File: config.mk
export PLATFORM = sky130hd
export DESIGN_NAME = handshake_responder
export DESIGN_NICKNAME = d
export VERILOG_FILES = /design/src/rtl/handshake_defs.sv /design/src/rtl/handshake_responder_sync_bit.sv /design/src/rtl/handshake_responder.sv
export SDC_FILE = /design/constraint.sdc
export NUM_CORES = 1
export LEC_CHECK = 0
export CAP_MARGIN = 25
export CORE_MARGIN = 2
export CORE_UTILIZATION = 48
export CTS_CLUSTER_SIZE = 40
export DETAILED_ROUTE_END_ITERATION = 8
export PLACE_DENSITY = 0.82
export SETUP_SLACK_MARGIN = 0.4
export SLEW_MARGIN = 20
export SYNTH_ARGS = -nofsm -noshare
export SYNTH_HDL_FRONTEND = slang
export SYNTH_HIERARCHICAL = 1
export SYNTH_SLANG_ARGS = --single-unit
export TNS_END_PERCENT = 5
File: constraint.sdc
create_clock -name in_clk -period 3.2 [get_ports in_clk]
set_input_delay 0.64 -clock in_clk [delete_from_list [all_inputs] [get_ports in_clk]]
set_output_delay 0.64 -clock in_clk [all_outputs]
set_load 0.1 [all_outputs]
File: src/rtl/handshake_defs.sv
`default_nettype none
// ============================================================================
// Module   : handshake_defs
// Brief    : State encodings shared by the handshake responder and initiator.
// Revision : 1.0 - initial release
// ============================================================================
package handshake_defs;

    localparam logic [1:0] IDLE  = 2'd0;
    localparam logic [1:0] VALID = 2'd1;
    localparam logic [1:0] ACK   = 2'd2;

    typedef enum logic [1:0] {
        ST_IDLE  = IDLE,
        ST_VALID = VALID,
        ST_ACK   = ACK
    } state_t;

endpackage
`default_nettype wire

File: src/rtl/handshake_responder_sync_bit.sv
`default_nettype none
// ============================================================================
// Module   : sync_bit
// Brief    : Multi-flop single-bit synchronizer with synchronous reset value.
// Revision : 1.0 - initial release
// ============================================================================
module sync_bit #(
    parameter int   STAGES    = 2,
    parameter logic RESET_VAL = 1'b0
) (
    input  logic clk_i,
    input  logic rst_i,
    input  logic d_i,
    output logic q_o
);

    (* ASYNC_REG = "TRUE" *) logic [STAGES-1:0] sync_q;

    always_ff @(posedge clk_i) begin
        if (rst_i) begin
            sync_q <= {STAGES{RESET_VAL}};
        end else begin
            sync_q <= {sync_q[STAGES-2:0], d_i};
        end
    end

    assign q_o = sync_q[STAGES-1];

endmodule
`default_nettype wire

File: src/rtl/handshake_responder.sv
`default_nettype none
// ============================================================================
// Module   : handshake_responder
// Brief    : Receive side of a 4-phase req/ack CDC handshake with ready/valid out.
// Revision : 1.0 - initial release
// ============================================================================
module handshake_responder
    import handshake_defs::*;
#(
    parameter int DATA_WIDTH  = 8,
    parameter int SYNC_STAGES = 2,
    parameter int CNT_WIDTH   = 16
) (
    input  logic                  in_clk,
    input  logic                  in_reset,
    input  logic                  in_req,
    input  logic [DATA_WIDTH-1:0] in_data,
    input  logic                  in_ready,
    output logic                  out_ack,
    output logic [DATA_WIDTH-1:0] out_data,
    output logic                  out_valid,
    output logic                  out_busy,
    output logic [CNT_WIDTH-1:0]  out_xfer_count
);

    logic                  req_s;
    state_t                state_q, state_d;
    logic                  ack_q, ack_d;
    logic                  valid_q, valid_d;
    logic [DATA_WIDTH-1:0] data_q, data_d;
    logic [CNT_WIDTH-1:0]  cnt_q, cnt_d;

    sync_bit #(
        .STAGES    (SYNC_STAGES),
        .RESET_VAL (1'b0)
    ) u_req_sync (
        .clk_i (in_clk),
        .rst_i (in_reset),
        .d_i   (in_req),
        .q_o   (req_s)
    );

    always_ff @(posedge in_clk) begin
        if (in_reset) begin
            state_q <= ST_IDLE;
            ack_q   <= 1'b0;
            valid_q <= 1'b0;
            data_q  <= '0;
            cnt_q   <= '0;
        end else begin
            state_q <= state_d;
            ack_q   <= ack_d;
            valid_q <= valid_d;
            data_q  <= data_d;
            cnt_q   <= cnt_d;
        end
    end

    always_comb begin
        state_d = state_q;
        ack_d   = ack_q;
        valid_d = valid_q;
        data_d  = data_q;
        cnt_d   = cnt_q;
        case (state_q)
            ST_IDLE: begin
                // in_data is only trusted once req_s proves the initiator holds it stable
                if (req_s) begin
                    data_d  = in_data;
                    valid_d = 1'b1;
                    state_d = ST_VALID;
                end
            end
            ST_VALID: begin
                if (valid_q && in_ready) begin
                    valid_d = 1'b0;
                    ack_d   = 1'b1;
                    cnt_d   = cnt_q + CNT_WIDTH'(1);
                    state_d = ST_ACK;
                end
            end
            ST_ACK: begin
                if (!req_s) begin
                    ack_d   = 1'b0;
                    state_d = ST_IDLE;
                end
            end
            default: begin
                ack_d   = 1'b0;
                valid_d = 1'b0;
                state_d = ST_IDLE;
            end
        endcase
    end

    assign out_ack        = ack_q;
    assign out_valid      = valid_q;
    assign out_data       = data_q;
    assign out_xfer_count = cnt_q;
    assign out_busy       = (state_q != ST_IDLE);

endmodule
`default_nettype wire

==> metrics.md, run 1 <==
| Metric | Value |
|---|---|
| Max IR drop VDD | `279.4 uV` |
| Initial cell density of the core | `50.31%` |
| Max-slew violation count | `0` |
| ANT cells | `0` |
| Synthesized flop and latch total | `30` |
| P_int | `0.5116 mW` |
| Core Area | `0.002455 sq mm` |
| Net switching power | `0.1853 mW` |
| Worst Hold Endpoint | `u_req_sync/sync_q[1]` |
| Main combinational cell family by area after synthesis | `simple AND/OR/NAND/NOR gates` |
| Post-DR wirelength/cell | `11.98 um` |
| Outcome | `finished clean` |
| Via count | `1063` |
| Clock skew | `6.217 ps` |
| # IOs | `39` |
| Startpoint types | `input port` |
| Hold depth | `1` |
| Sw Share | `26.59%` |
| Hold_buf cts | `0` |
| CP max stage delay | `660 ps` |
| WHS | `449.9 ps` |
| Pleak | `0.6567 nW` |
| Crit path kind | `in2reg` |
| Final Cycle Share | `72.86%` |
| Adder-cell share of the synthesized area | `1.013%` |
| P&R area growth vs syn | `31.91%` |
| Clk sinks | `30` |
| Post-synthesis mux area share | `9.220%` |
| Combinational Power Share | `11.3%` |
| Setup TNS | `0 ps` |
| RSZ-0062 raised after global routing | `false` |
| Worst Hold Class | `reg2reg` |
| DRC Markers | `0` |
| CP Capture Type | `flop` |
| Largest net degree at the start of global routing | `19` |
| Worst reg2reg path depth | `4` |
| Fin. Hold Viols | `0` |
| Clk pwr share | `33.6%` |
| Initial drt markers | `14` |
| Worst Max-Slew Pin Slew | `849.3 ps` |
| Placer Congestion | `0.7909` |
| Worst flop-to-flop path startpoint | `state_q[0]` |
| Syn Inst Count | `133` |
| WP data required | `3450 ps` |
| Most common cell after layout, fill and taps aside | `dfxtp_1` |
| Sequential Power Share | `55.1%` |
| Wire length of the first global-routing pass | `4002 um` |
| CTS tree | `done` |
| Setup slack, reg-to-reg | `1270 ps` |
| Fin cells | `205` |
| Total grt overflow | `0` |
| Vias in the first global route | `905` |
| Max-capacitance violation count | `0` |
| Distinct cells, synth | `30` |
| Tmin final | `2331 ps` |
| Drt first pass iters | `6` |
| Antenna violations before repair | `0` |
| Critical path arrival | `2590 ps` |
| Clock buffer count from CTS | `5` |
| Syn Area/Cell | `9.285 sq um` |
| Synth Area in Simple Gates | `26.04%` |
| Clock-pin slew on the worst setup and hold paths | `100 ps` |
| Port Buffers | `38` |
| Die area | `0.002994 sq mm` |
| Final Setup Violations | `0` |
| Post-CTS Setup Bufs | `0` |
| Post-DP HPWL | `1780 um` |
| YS warnings | `6` |
| Remaining antenna violation count | `0` |
| Crit Reg-Reg Endpoint | `out_xfer_count[12]` |
| Die Wd | `54.72 um` |
| Vias per inst | `5.185` |
| Worst skew pair latency | `320 ps` |
| Complex-gate fraction of the synthesized area | `6.991%` |
| # rows | `18` |
| Post-synthesis sequential area ratio | `48.63%` |
| Clk root buf | `clkbuf_4` |
| Max FO, Critical Path | `9` |
| CTS Buffer Depth | `2` |
| Placed Instances | `197` |
| Post-CTS sizing | `0` |
| Pwr per Cell Area | `427.8 mW/mm^2` |
| Total GRT Usage | `19.29%` |
| # H-tree levels | `2` |
| Syn nets | `146` |
| CP Cell Sequence | `clkdlybuf4s50_1 > nand4b_4 > or4_1 > or3_1 > a21oi_1` |
| Fmax | `428.9 MHz` |
| Xor/xnor share of the synthesized area | `4.965%` |
| Layout cells sized above 1 | `24.00%` |
| Final net count | `187` |
| Most frequent cells in the layout | `dfxtp_1 (30), buf_4 (29), nor2_1 (22)` |
| Slew HR | `43.17%` |
| Worst Hold Launch | `u_req_sync/sync_q[0]` |
| Final WL | `2456 um` |
| Die height | `54.72 um` |
| Cell Area, Synth | `0.001235 sq mm` |
| Worst path slowest cell | `or4_1` |
-- per-stage QoR --
stage,cell area [sq um],setup WS (ps),power (mW),utilization (%)
after global routing,1629,803.7,0.7261,66.36
after global placement,1569,629.1,0.4702,63.91
after detailed placement,1569,532.5,0.4717,63.91
after floorplan,1235,672.3,0.4449,-
after CTS,1629,879.3,0.7040,66.36
final,1629,868.5,0.6969,66.36
-- flip-flops by register name, indices dropped and copies added (netlist names) --
register / count
out_data: 8
state_q: 2
out_ack: 1
out_valid: 1
out_xfer_count: 16
u_req_sync/sync_q: 2
-- synthesized netlist by cell type --
cell type / count / area [sq um]
a31o_2: 1 / 8.760
nand2b_1: 2 / 12.51
mux2i_1: 8 / 80.08
clkbuf_2: 1 / 5.000
nand2_1: 6 / 22.52
or3_1: 4 / 25.02
nor4_1: 1 / 6.260
inv_1: 2 / 7.510
nor3b_1: 1 / 7.510
nand4b_4: 1 / 23.77
nor3_1: 4 / 20.02
a21oi_1: 8 / 40.04
clkbuf_1: 4 / 15.01
buf_6: 1 / 11.26
xor2_1: 3 / 26.28
a211oi_1: 1 / 7.510
nor2_1: 22 / 82.58
o21ai_0: 6 / 30.03
or2_2: 1 / 6.260
dfxtp_1: 30 / 600.6
and4b_1: 1 / 10.01
or4_1: 1 / 7.510
nor2b_1: 5 / 31.28
nand3_1: 5 / 25.02
nand3b_1: 1 / 7.510
ha_1: 1 / 12.51
xnor2_1: 4 / 35.03
and4_1: 1 / 8.760
mux2_2: 3 / 33.78
nand4_1: 4 / 25.02
-- metal layers --
layer	part of all wire [%]	track usage [%]	vias up
li1	-	-	542
met1	45	23.23	485
met2	47	30.16	31
met3	6.0	7.377	5
met4	1.4	8.750	0
met5	0	0	-
-- cell families after synthesis --
| kind of cell | count (synthesis) |
|---|---|
| AO/OA/AOI/OAI | 16 |
| XOR/XNOR | 7 |
| adder cells (fa/ha/maj) | 1 |
| buffers and inverters | 8 |
| flip-flops | 30 |
| multiplexers | 11 |
| AND/OR/NAND/NOR | 60 |
-- cell type report --
class                      instances  area (sq um)
tap                               30         37.54
timing repair buffer              40         327.8
clock buffer                       7         55.05
multi-input combinational         95         595.6
clock inverter                     1         5.005
inverter                           2         7.507
sequential                        30         600.6
fill                             199         825.8
-- worst max-delay path by stage --
stage / end / start / cells after the start
6_report: out_xfer_count[12] / in_ready / 5
5_1_grt: out_xfer_count[12] / in_ready / 5
4_1_cts: out_xfer_count[12] / in_ready / 5
3_5_place_dp: out_xfer_count[12] / in_ready / 5
3_3_place_gp: out_xfer_count[14] / in_ready / 5
2_1_floorplan: out_xfer_count[10] / out_xfer_count[0] / 6
-- worst max-delay path, delay by kind of cell --
kind                   cells  cell delay (ps)
AO/OA/AOI/OAI              1              150
buffers and inverters      1              570
AND/OR/NAND/NOR            3             1230
-- power groups by stage --
stage / Combinational (mW) / Clock [mW] / Sequential [mW]
detailed placement: 0.0789 / 0 / 0.393
global placement: 0.0779 / 0 / 0.392
finish: 0.0787 / 0.234 / 0.384
CTS: 0.0792 / 0.241 / 0.384
global route: 0.0831 / 0.258 / 0.385
floorplan: 0.0226 / 0 / 0.422
No activity file was read; power rests on OpenSTA's default activity.
==> run 2: changes to the inputs <==
- CORE_ASPECT_RATIO: default -> 0.5
- CORE_UTILIZATION: 48 -> 40
- PLACE_DENSITY: 0.82 -> 0.73
- clock period: 3.2 -> 2.1 ns (I/O delays scaled with it)
==> metrics.md, run 2 (same netlist as run 1, synthesis figures left out) <==
| Metric | Value |
|---|---|
| Drt first pass iters | `4` |
| CTS tree | `done` |
| Largest net degree at the start of global routing | `35` |
| Max IR drop VDD | `422.2 uV` |
| Pwr per Cell Area | `626.4 mW/mm^2` |
| Post-DP HPWL | `1843 um` |
| Pleak | `0.7455 nW` |
| Critical path arrival | `1900 ps` |
| Slew HR | `81.50%` |
| Hold_buf cts | `0` |
| Post-Place Worst Slack | `-156.2 ps` |
| Most common cell after layout, fill and taps aside | `buf_4` |
| Most frequent cells in the layout | `buf_4 (36), nor2_1 (22), dfxtp_1 (15)` |
| Final Setup Violations | `0` |
| Clk root buf | `clkbuf_8` |
| Die height | `43.29 um` |
| FF+latch area | `641.9 sq um` |
| CP Cell Sequence | `ha_4 > nand2_4 > or4_4 > or3_1 > a21oi_2` |
| Crit path kind | `reg2reg` |
| Cell Area, Placed | `0.001709 sq mm` |
| Total grt overflow | `0` |
| Worst reg2reg path depth | `5` |
| Placer Congestion | `0.7511` |
| Initial drt markers | `28` |
| CP startpoint | `out_xfer_count[0]` |
| ANT cells | `0` |
| Wire length of the first global-routing pass | `4209 um` |
| Final net count | `196` |
| Setup slack, reg-to-reg | `400 ps` |
| Net switching power | `0.2859 mW` |
| CP Capture Type | `flop` |
| # IOs | `39` |
| Max reg flops | `16` |
| Outcome | `finished clean` |
| Worst flop-to-flop path startpoint | `out_xfer_count[0]` |
| Initial cell density of the core | `41.47%` |
| Die Wd | `82.58 um` |
| CTS Buffer Depth | `2` |
| Final WL | `2629 um` |
| Worst Hold Endpoint | `u_req_sync/sync_q[1]` |
| Port Buffers | `38` |
| DRC Markers | `0` |
| Post-DR wirelength/cell | `11.79 um` |
| Layout cells sized above 1 | `40.44%` |
| Sw Share | `24.65%` |
| WP data required | `2310 ps` |
| Worst path slowest cell | `or4_4` |
| Crit Reg-Reg Endpoint | `out_xfer_count[14]` |
| Hold depth | `1` |
| Core Area | `0.002978 sq mm` |
| Vias in the first global route | `979` |
| Die area | `0.003575 sq mm` |
| Multi-input gate area | `646.9 sq um` |
| Max-slew violation count | `0` |
| Total GRT Usage | `15.69%` |
| Clock skew | `9.980 ps` |
| Clk sinks | `30` |
| RSZ-0062 raised after global routing | `true` |
| Worst Hold Launch | `u_req_sync/sync_q[0]` |
| Design Area, Final | `0.001852 sq mm` |
| Max-capacitance violation count | `0` |
| P&R area growth vs syn | `49.95%` |
| Fill count | `268` |
| Fin. Hold Viols | `0` |
| Clk pwr share | `39.3%` |
| Clock buffer count from CTS | `5` |
| Combinational Power Share | `11.1%` |
| P_int | `0.8740 mW` |
| Startpoint types | `flop` |
| Worst Max-Slew Pin Slew | `279.8 ps` |
| Fmax | `589.2 MHz` |
| Clock-pin slew on the worst setup and hold paths | `60 ps` |
| CP max stage delay | `570 ps` |
| Remaining antenna violation count | `0` |
| # H-tree levels | `2` |
| Worst skew pair latency | `270 ps` |
| Via count | `1062` |
| Worst Hold Class | `reg2reg` |
| WHS | `438.9 ps` |
| Worst Slack Setup Final | `402.7 ps` |
| Sequential Power Share | `49.6%` |
| Tmin final | `1697 ps` |
| Vias per inst | `4.762` |
| Final Cycle Share | `80.83%` |
| # rows | `14` |
| Antenna violations before repair | `0` |
| Max FO, Critical Path | `5` |
-- run 2: per-stage QoR --
step	setup TNS, ps	utilization, %	power (mW)	std cells
global placement	-527.6	57.39	0.7159	213
finish	0	62.18	1.160	223
CTS	0	60.46	1.170	220
global route	0	62.18	1.204	223
floorplan	0	-	0.6673	133
detailed placement	-725.0	57.39	0.7172	213
-- run 2: power groups by stage --
stage                     clock, mW  combinational [mW]  sequential [mW]
after floorplan                   0              0.0344            0.633
after global placement            0               0.129            0.587
after detailed placement          0               0.130            0.588
after CTS                     0.466               0.129            0.575
after global routing          0.492               0.135            0.576
final                         0.456               0.129            0.575
-- run 2: timing repair --
action | in CTS | in global routing
pin swaps | 1 | 7
resized for setup | 4 | 8
buffers inserted | 0 | 3
endpoints found under the setup margin | 8 | 5
-- run 2: worst max path at each step --
stage,endpoint,cells after the start
6_report,out_xfer_count[14],5
5_1_grt,out_xfer_count[10],5
4_1_cts,out_xfer_count[10],5
3_5_place_dp,out_xfer_count[10],5
3_3_place_gp,out_xfer_count[10],5
2_1_floorplan,out_xfer_count[10],6
-- run 2: layout make-up --
cell class / count / area share, %
Sequential cell: 30 / 34.66
Timing Repair Buffer: 49 / 22.64
Multi-Input combinational cell: 95 / 34.93
Clock buffer: 7 / 4.662
Tap cell: 40 / 2.703
Inverter: 2 / 0.4054
-- run 2: routing by layer --
metal	global-route usage, %	vias to the layer above	part of all wire [%]
met5	0	-	0
met1	19.79	488	48
met2	25.32	15	48
li1	-	557	-
met3	5.745	2	3.5
met4	4.262	0	0.53
-- run 2: worst max-delay path, delay by kind of cell (launching register included) --
family | cells | cell delay (ps)
fa+ha+maj | 1 | 160
simple gates | 3 | 1000
compound gates | 1 | 110
flops | 1 | 370
==> run 3: changes to the inputs <==
- clock period: 2.1 -> 1.49 ns (I/O delays scaled with it)
==> metrics.md, run 3 (same netlist as run 1, synthesis figures left out) <==
| Metric | Value |
|---|---|
| Outcome | `finished, violations left` |
| Failing checks | `setup timing` |
| P&R area growth vs syn | `103.7%` |
| Max reg flops | `16` |
| DRC Markers | `0` |
| Post-DP HPWL | `2382 um` |
| Core Area | `0.002978 sq mm` |
| Worst Max-Slew Pin Slew | `360.4 ps` |
| Routed wl met3 | `155 um` |
| Final Cycle Share | `113.3%` |
| Vias per inst | `5.242` |
| Placer Congestion | `0.7780` |
| Cell Area, Placed | `0.002190 sq mm` |
| Layout cells sized above 1 | `56.73%` |
| Largest net degree at the start of global routing | `15` |
| Max IR drop VDD | `598.2 uV` |
| Worst skew pair latency | `290 ps` |
| Most frequent cells in the layout | `buf_12 (27), nor2_1 (21), buf_4 (20)` |
| Max-slew violation count | `0` |
| Die area | `0.003575 sq mm` |
| Initial drt markers | `49` |
| Design Area, Final | `0.002516 sq mm` |
| Tmin final | `1688 ps` |
| WL met1 | `1832 um` |
| Drt first pass iters | `4` |
| Antenna violations before repair | `0` |
| RSZ-0062 raised after global routing | `true` |
| Initial cell density of the core | `41.47%` |
| Wire length of the first global-routing pass | `6285 um` |
| Total GRT Usage | `24.55%` |
| Startpoint types | `flop` |
| Hold_buf cts | `0` |
| Max FO, Critical Path | `6` |
| Max-capacitance violation count | `0` |
| Worst Hold Class | `reg2reg` |
| Clock buffer count from CTS | `5` |
| Total grt overflow | `0` |
| CTS Buffer Depth | `2` |
| Die Wd | `82.58 um` |
| Vias in the first global route | `1301` |
| Fin. Hold Viols | `0` |
| Clk sinks | `30` |
| Clk root buf | `clkbuf_8` |
| Fmax | `592.5 MHz` |
| Pleak | `0.9907 nW` |
| Final Setup Violations | `8` |
| ANT cells | `0` |
| CP Capture Type | `flop` |
| Slew HR | `75.72%` |
| Clock-pin slew on the worst setup and hold paths | `70 ps` |
| WP data required | `1720 ps` |
| # rows | `14` |
| Most common cell after layout, fill and taps aside | `buf_12` |
| Worst Slack Setup Final | `-197.8 ps` |
| Final WL | `4192 um` |
| Post-DR wirelength/cell | `16.90 um` |
| Setup TNS | `-865.7 ps` |
| Worst flop-to-flop path startpoint | `out_xfer_count[1]` |
| Final net count | `220` |
| CP startpoint | `out_xfer_count[1]` |
| Remaining antenna violation count | `0` |
| Top layer in use | `met4` |
| Pwr per Cell Area | `780.8 mW/mm^2` |
| Die height | `43.29 um` |
| Port Buffers | `38` |
| DR WL met2 | `2063 um` |
| Post-Place Worst Slack | `-722.4 ps` |
| Critical path arrival | `1910 ps` |
| Crit path kind | `reg2reg` |
| Clock skew | `3.873 ps` |
| # IOs | `39` |
| CTS tree | `done` |
| Worst Hold Launch | `u_req_sync/sync_q[0]` |
| # H-tree levels | `2` |
| Via count | `1300` |
-- run 3: stage by stage --
step           power, mW  util, %  instances  hold WS [ps]
6_report           1.965    84.50        248         464.1
5_1_grt            2.010    84.50        248         473.1
4_1_cts            1.956    82.56        246         462.4
3_5_place_dp       1.046    73.53        235         446.3
3_3_place_gp       1.040    73.53        235         418.1
2_1_floorplan     0.9405        -        133         369.6
-- run 3: power breakdown --
group / internal [mW] / total (mW) / switching, mW
sequential: 0.801 / 0.817 / 0.0153
combinational: 0.101 / 0.233 / 0.132
clock: 0.578 / 0.915 / 0.337
-- run 3: final timing paths --
| check | slack [ps] | endpoint | cells past startpoint |
|---|---|---|---|
| max | -200 | out_xfer_count[14] | 5 |
| min | 460 | u_req_sync/sync_q[1] | 1 |
| min reg2reg | 460 | u_req_sync/sync_q[1] | 1 |
| max reg2reg | -200 | out_xfer_count[14] | 5 |
-- run 3: area by class of cell --
cell class / instances / area [sq um]
Tap cell: 40 / 50.05
Fill cell: 138 / 461.7
Sequential cell: 30 / 651.9
Multi-Input combinational cell: 95 / 701.9
Clock buffer: 8 / 132.6
Timing Repair Buffer: 73 / 972.2
Inverter: 2 / 7.507
-- run 3: what timing repair did --
item                                    4_1_cts  5_1_grt
buffers inserted                              3        2
pin swaps                                     6        5
gates resized for setup                      36       12
endpoints found under the setup margin       54       54
-- run 3: layer usage --
metal	up-vias	track usage, %
li1	606	-
met1	641	29.93
met2	34	39.35
met3	19	7.660
met4	0	11.80
met5	-	0
-- run 3: worst max-delay path: stages, from the launching register on --
cell and delay, ps:
dfxtp_4 360, ha_4 150, nand2_4 50, or4_4 530
or3_4 400, a21oi_2 140
==> edit 1 (flow settings as in run 2) <==
`data_q` no longer has a reset.
--- a/src/rtl/handshake_responder.sv
+++ b/src/rtl/handshake_responder.sv
@@ -47,3 +47,2 @@
             valid_q <= 1'b0;
-            data_q  <= '0;
             cnt_q   <= '0;
@@ -53,5 +52,8 @@
             valid_q <= valid_d;
-            data_q  <= data_d;
             cnt_q   <= cnt_d;
         end
+    end
+
+    always_ff @(posedge in_clk) begin
+        data_q <= data_d;
     end
Check against the original RTL: differs if in_reset is asserted again (counterexample within 4 cycles, from zero or initial values and one cycle with in_reset high); with in_reset held inactive, the same outputs for 10 cycles.
==> edit 1 against run 2 <==
- non-clock buffer count fell by 6
- wire length decreased by 7.2%
- total power down 3.0%
- sequential cell count did not move
- design area decreased by 7.1%
- global-route usage down 0.75 points
- clock power shrank 6.8%
- setup slack improved by 0.11 ns
- area after synthesis decreased by 2.3%
- critical path type is now reg -> out
==> edit 1: results (changes against run 2) <==
* Sequential cell fraction of total power at 0.533 (+0.037)
* Post-Synthesis Net Count at 126 (-14%)
* Layout Nets at 173 (-12%)
* Num sequential at 30 (unchanged)
* Final hold slack at 0.439 ns (+0.000592 ns)
* DR WL/cell at 12.2 um (+3.5%)
* Yosys cell types at 32 (+6.7%)
* Reg2reg end: out_xfer_count[15]$_SDFFE_PP0P_
* Worst-Margin Slew at 0.379 ns (+0.0997 ns)
* Layout cells sized above 1 at 0.381 (-0.0231)
* Worst skew pair latency at 0.28 ns
* Post-synthesis sequential area ratio at 0.564 (+0.0780)
* Yosys synthesis warning count at 6 (unchanged)
* Async SR Flop Fraction at 0 (unchanged)
* Post-synth EDFFs at 8 (+8)
* Critical path fanouts, max at 8 (+3)
* RR Startpoint: state_q[0]$_SDFFE_PP0P_
* Final WS setup at 0.512 ns (+0.109 ns)
* Clk_skew at 0.00502 ns (-0.00496 ns)
* GR Util met3 at 0.0617 (+0.00426)
* Non-filler cells, final at 200 (-10%)
* Crit path launch: state_q[1]$_SDFFE_PP0P_
* Synthesized area per cell at 10.7 sq um (+15%)
* Met3 routed WL at 190 um (+110%)
* GR Layer Usage met2 at 0.211 (-0.0418)
* Global-route wire length before repair at 3790 um (-10%)
* Post-DP Area at 1640 sq um (-4.0%)
* Highest routed layer: met4
* R2R Setup Slk at 0.55 ns (+0.15 ns)
* Tot Pwr at 1130 uW (-3.0%)
* Psw at 275 uW (-3.8%)
* VDD IR max at 0.000341 V (-19%)
* Multi-input combinational area share at 0.294 (-0.0555)
* Final Util at 0.585 (-0.0372)
* Largest net degree at the start of global routing at 23 (-34%)
* Data arrival, critical path at 1.17 ns (-0.73 ns)
* CP Capture Point: out_busy
* DR WL met2 at 1030 um (-18%)
* Vias in the first global route at 838 (-14%)
* Ranking of synthesized cells by area: dfxtp_1 37%, edfxtp_1 20%, xor2_1 4.4%, nor2_1 4.0%, nand4_1 3.6%
* Total GRT Usage at 0.149 (-0.00751)
* Fillers at 262 (-2.2%)
* Synth cell count leaders: 22 x dfxtp_1, 13 x nor2_1, 8 x a21oi_1, 8 x edfxtp_1, 7 x nand4_1
* Post-DP HPWL at 1760 um (-4.5%)
* Inst Count DP at 193 (-9.4%)
* Clock power frac at 0.378 (-0.015)
* Met1 Use GR at 0.194 (-0.00431)
* Pleak at 0.000661 uW (-11%)
* Wire length on met1 at 1170 um (-6.8%)
* CTS HTree Levels at 2 (unchanged)
* Clock network area share at 0.0458 (-0.000803)
* Pre-CTS WS at 0.0322 ns (+0.188 ns)
* Multi-In Gates at 78 (-18%)
* Non-CTS buffers at 43 (-12%)
* Status: finished, final reports clean
* Non-clk invs at 2 (unchanged)
* Seq/total area at 0.417 (+0.0701)
* Gpl congestion at 0.756 (+0.68%)
* Vias per inst at 4.94 (+3.7%)
* Final non-clock buffer share at 0.210 (-0.0162)
-- edit 1: cell types whose count changed in the layout (fill, tap and decap cells not counted), sizes merged, moves of 3 or more --
cell           run 2  this run
nor2              22        13
dfxtp             30        22
edfxtp             0         8
mux2i              8         0
buf               38        32
mux2               3         0
nand4              4         7
nor2b              5         2
xor2               3         6
-- edit 1: cell families (layout without fill, tap and decap cells) --
family | Yosys count | count (layout) | synth area share
compound gates | 16 | 16 | 0.0747
xor+xnor | 10 | 10 | 0.0726
fa+ha+maj | 1 | 1 | 0.0104
buf+inv | 5 | 52 | 0.0187
flops | 30 | 30 | 0.564
simple gates | 51 | 51 | 0.259
-- edit 1: what timing repair did --
item                                    in CTS  in global routing
endpoints found under the hold margin        0                  0
resized for setup                            1                  1
endpoints found under the setup margin       4                  1
cloned                                       0                  0
-- edit 1: critical path, stage by stage, from the launching register on --
cell and delay, ns:
dfxtp_1 0.37, or2_2 0.34, buf_12 0.17
-- edit 1: how the worst min path moves through the flow --
stage,from,to,cells past startpoint
final,u_req_sync/sync_q[0]$_SDFF_PP0_,u_req_sync/sync_q[1]$_SDFF_PP0_,1
after global routing,u_req_sync/sync_q[0]$_SDFF_PP0_,u_req_sync/sync_q[1]$_SDFF_PP0_,1
after CTS,u_req_sync/sync_q[0]$_SDFF_PP0_,u_req_sync/sync_q[1]$_SDFF_PP0_,1
after detailed placement,u_req_sync/sync_q[0]$_SDFF_PP0_,u_req_sync/sync_q[1]$_SDFF_PP0_,1
after global placement,u_req_sync/sync_q[0]$_SDFF_PP0_,u_req_sync/sync_q[1]$_SDFF_PP0_,1
after floorplan,u_req_sync/sync_q[0]$_SDFF_PP0_,u_req_sync/sync_q[1]$_SDFF_PP0_,1
==> edit 2 (settings of run 2) <==
Without the edit above. Change the parameter `CNT_WIDTH` from 16 to 14.
--- a/src/rtl/handshake_responder.sv
+++ b/src/rtl/handshake_responder.sv
@@ -11,3 +11,3 @@
     parameter int SYNC_STAGES = 2,
-    parameter int CNT_WIDTH   = 16
+    parameter int CNT_WIDTH   = 14
 ) (
Ports: changed (resized out_xfer_count); port bits go from 39 to 37. The function was not compared with the original's and may differ.
==> edit 2 against run 2 <==
- total power fell by 9.2%
- sequential power down 5.7%
- design area is 9.9% lower
- setup slack gained 0.089 ns
- sequential cell count shrank 2
- via count down 5.7%
- hold slack better by 0.013 ns
- area after synthesis fell by 4.9%
- wire length decreased by 6.4%
- non-clock buffer count is 6 lower
==> edit 2: results (changes against run 2) <==
* Critical path fanouts, max at 7 (+2)
* Iter 0 DRT Violations at 17 (-39%)
* Worst-Margin Slew at 0.519 ns (+0.239 ns)
* Largest net degree at the start of global routing at 17 (-51%)
* Clock Sinks at 28 (-6.7%)
* Data arrival, critical path at 1.81 ns (-0.09 ns)
* Xor/xnor cell area share of the yosys netlist at 0.0596 (+0.00999)
* Vias in the first global route at 914 (-6.6%)
* Yosys cell types at 37 (+23%)
* Pleak at 0.000699 uW (-6.2%)
* Layout cells sized above 1 at 0.358 (-0.0468)
* Synth Area in Compound Gates at 0.0628 (-0.00708)
* Gpl congestion at 0.742 (-1.2%)
* Top cell type's share of synthesized area at 0.477 (-0.00922)
* Pre-CTS WS at 0.0714 ns (+0.228 ns)
* Post-synthesis sequential area ratio at 0.477 (-0.00922)
* CTS HTree Levels at 1 (-1)
* R2R depth at 4 (-1)
* Worst-path clk slew at 0.09 ns (+0.03 ns)
* Post-synthesis adder-cell area fraction at 0.0106 (+0.000518)
* Vias at 1001 (-5.7%)
* Mapped Cells at 123 (-7.5%)
* TritonCTS buffer count at 3 (-2)
* Ranking of synthesized cells by area: dfxtp_1 48%, mux2i_1 6.8%, nor2_1 6.4%, xnor2_1 3.0%, xor2_1 3.0%
* Status: finished, final reports clean
* Synth cell count leaders: 28 x dfxtp_1, 20 x nor2_1, 8 x mux2i_1
* Final WL at 2460 um (-6.4%)
* VDD IR max at 0.000391 V (-7.4%)
* Global-route wire length before repair at 4070 um (-3.3%)
* Slowest cell on the critical path: or4b_1
* Post-DP Area at 1590 sq um (-7.2%)
* Post-Synthesis Net Count at 136 (-6.8%)
* Post-synthesis mux area share at 0.0873 (-0.00487)
* Post_cts resized at 2 (-2)
* Clk_skew at 0.00187 ns (-0.00811 ns)
* # port buffers at 36 (-5.3%)
* Layout Nets at 179 (-8.7%)
* CP max stage delay at 0.52 ns (-0.05 ns)
* Total GRT Usage at 0.155 (-0.00196)
* Post-DP HPWL at 1820 um (-1.5%)
[edit 2: changes by cell type after synthesis, sizes merged, moves of 2 or more]
cell and delta:
o21ai -4, or3 -3, a21oi -2, clkbuf -2, dfxtp -2, inv +2, nor3 -2
[edit 2: layer usage]
metal / vias to the layer above / track usage / wire length, um
li1: 507 / - / -
met1: 467 / 0.196 / 1120
met2: 25 / 0.250 / 1190
met3: 2 / 0.0539 / 129
met4: 0 / 0.0475 / 14
met5: - / 0 / 0
[edit 2: area by class of cell]
| class | instances | area [sq um] |
|---|---|---|
| multi-input cells | 86 | 583 |
| repair buffers | 43 | 362 |
| inverters | 4 | 15.0 |
| clock buffers | 4 | 66.3 |
| fillers | 246 | 1020 |
| flip-flops and latches | 28 | 596 |
| well taps | 37 | 46.3 |
[edit 2: path summary, 6_finish.rpt]
check	from	end	slack (ns)
setup / recovery	out_xfer_count[6]$_SDFFE_PP0P_	out_xfer_count[11]$_SDFFE_PP0P_	0.49
hold / removal	u_req_sync/sync_q[0]$_SDFF_PP0_	u_req_sync/sync_q[1]$_SDFF_PP0_	0.45
setup reg to reg	out_xfer_count[6]$_SDFFE_PP0P_	out_xfer_count[11]$_SDFFE_PP0P_	0.49
hold reg to reg	u_req_sync/sync_q[0]$_SDFF_PP0_	u_req_sync/sync_q[1]$_SDFF_PP0_	0.45
[edit 2: power by group through the flow]
stage | Clock, uW | Combinational (uW) | Sequential [uW]
3_5_place_dp | 0 | 139 | 553
5_1_grt | 410 | 145 | 544
6_report | 374 | 138 | 542
3_3_place_gp | 0 | 138 | 553
2_1_floorplan | 0 | 38.2 | 605
4_1_cts | 384 | 139 | 542
[edit 2: worst max-delay path, delay by kind of cell (launching register included)]
kind               cells  cell delay (ns)
and+or+nand+nor        3             0.98
AOI/OAI and AO/OA      1             0.18
DFF                    1             0.37
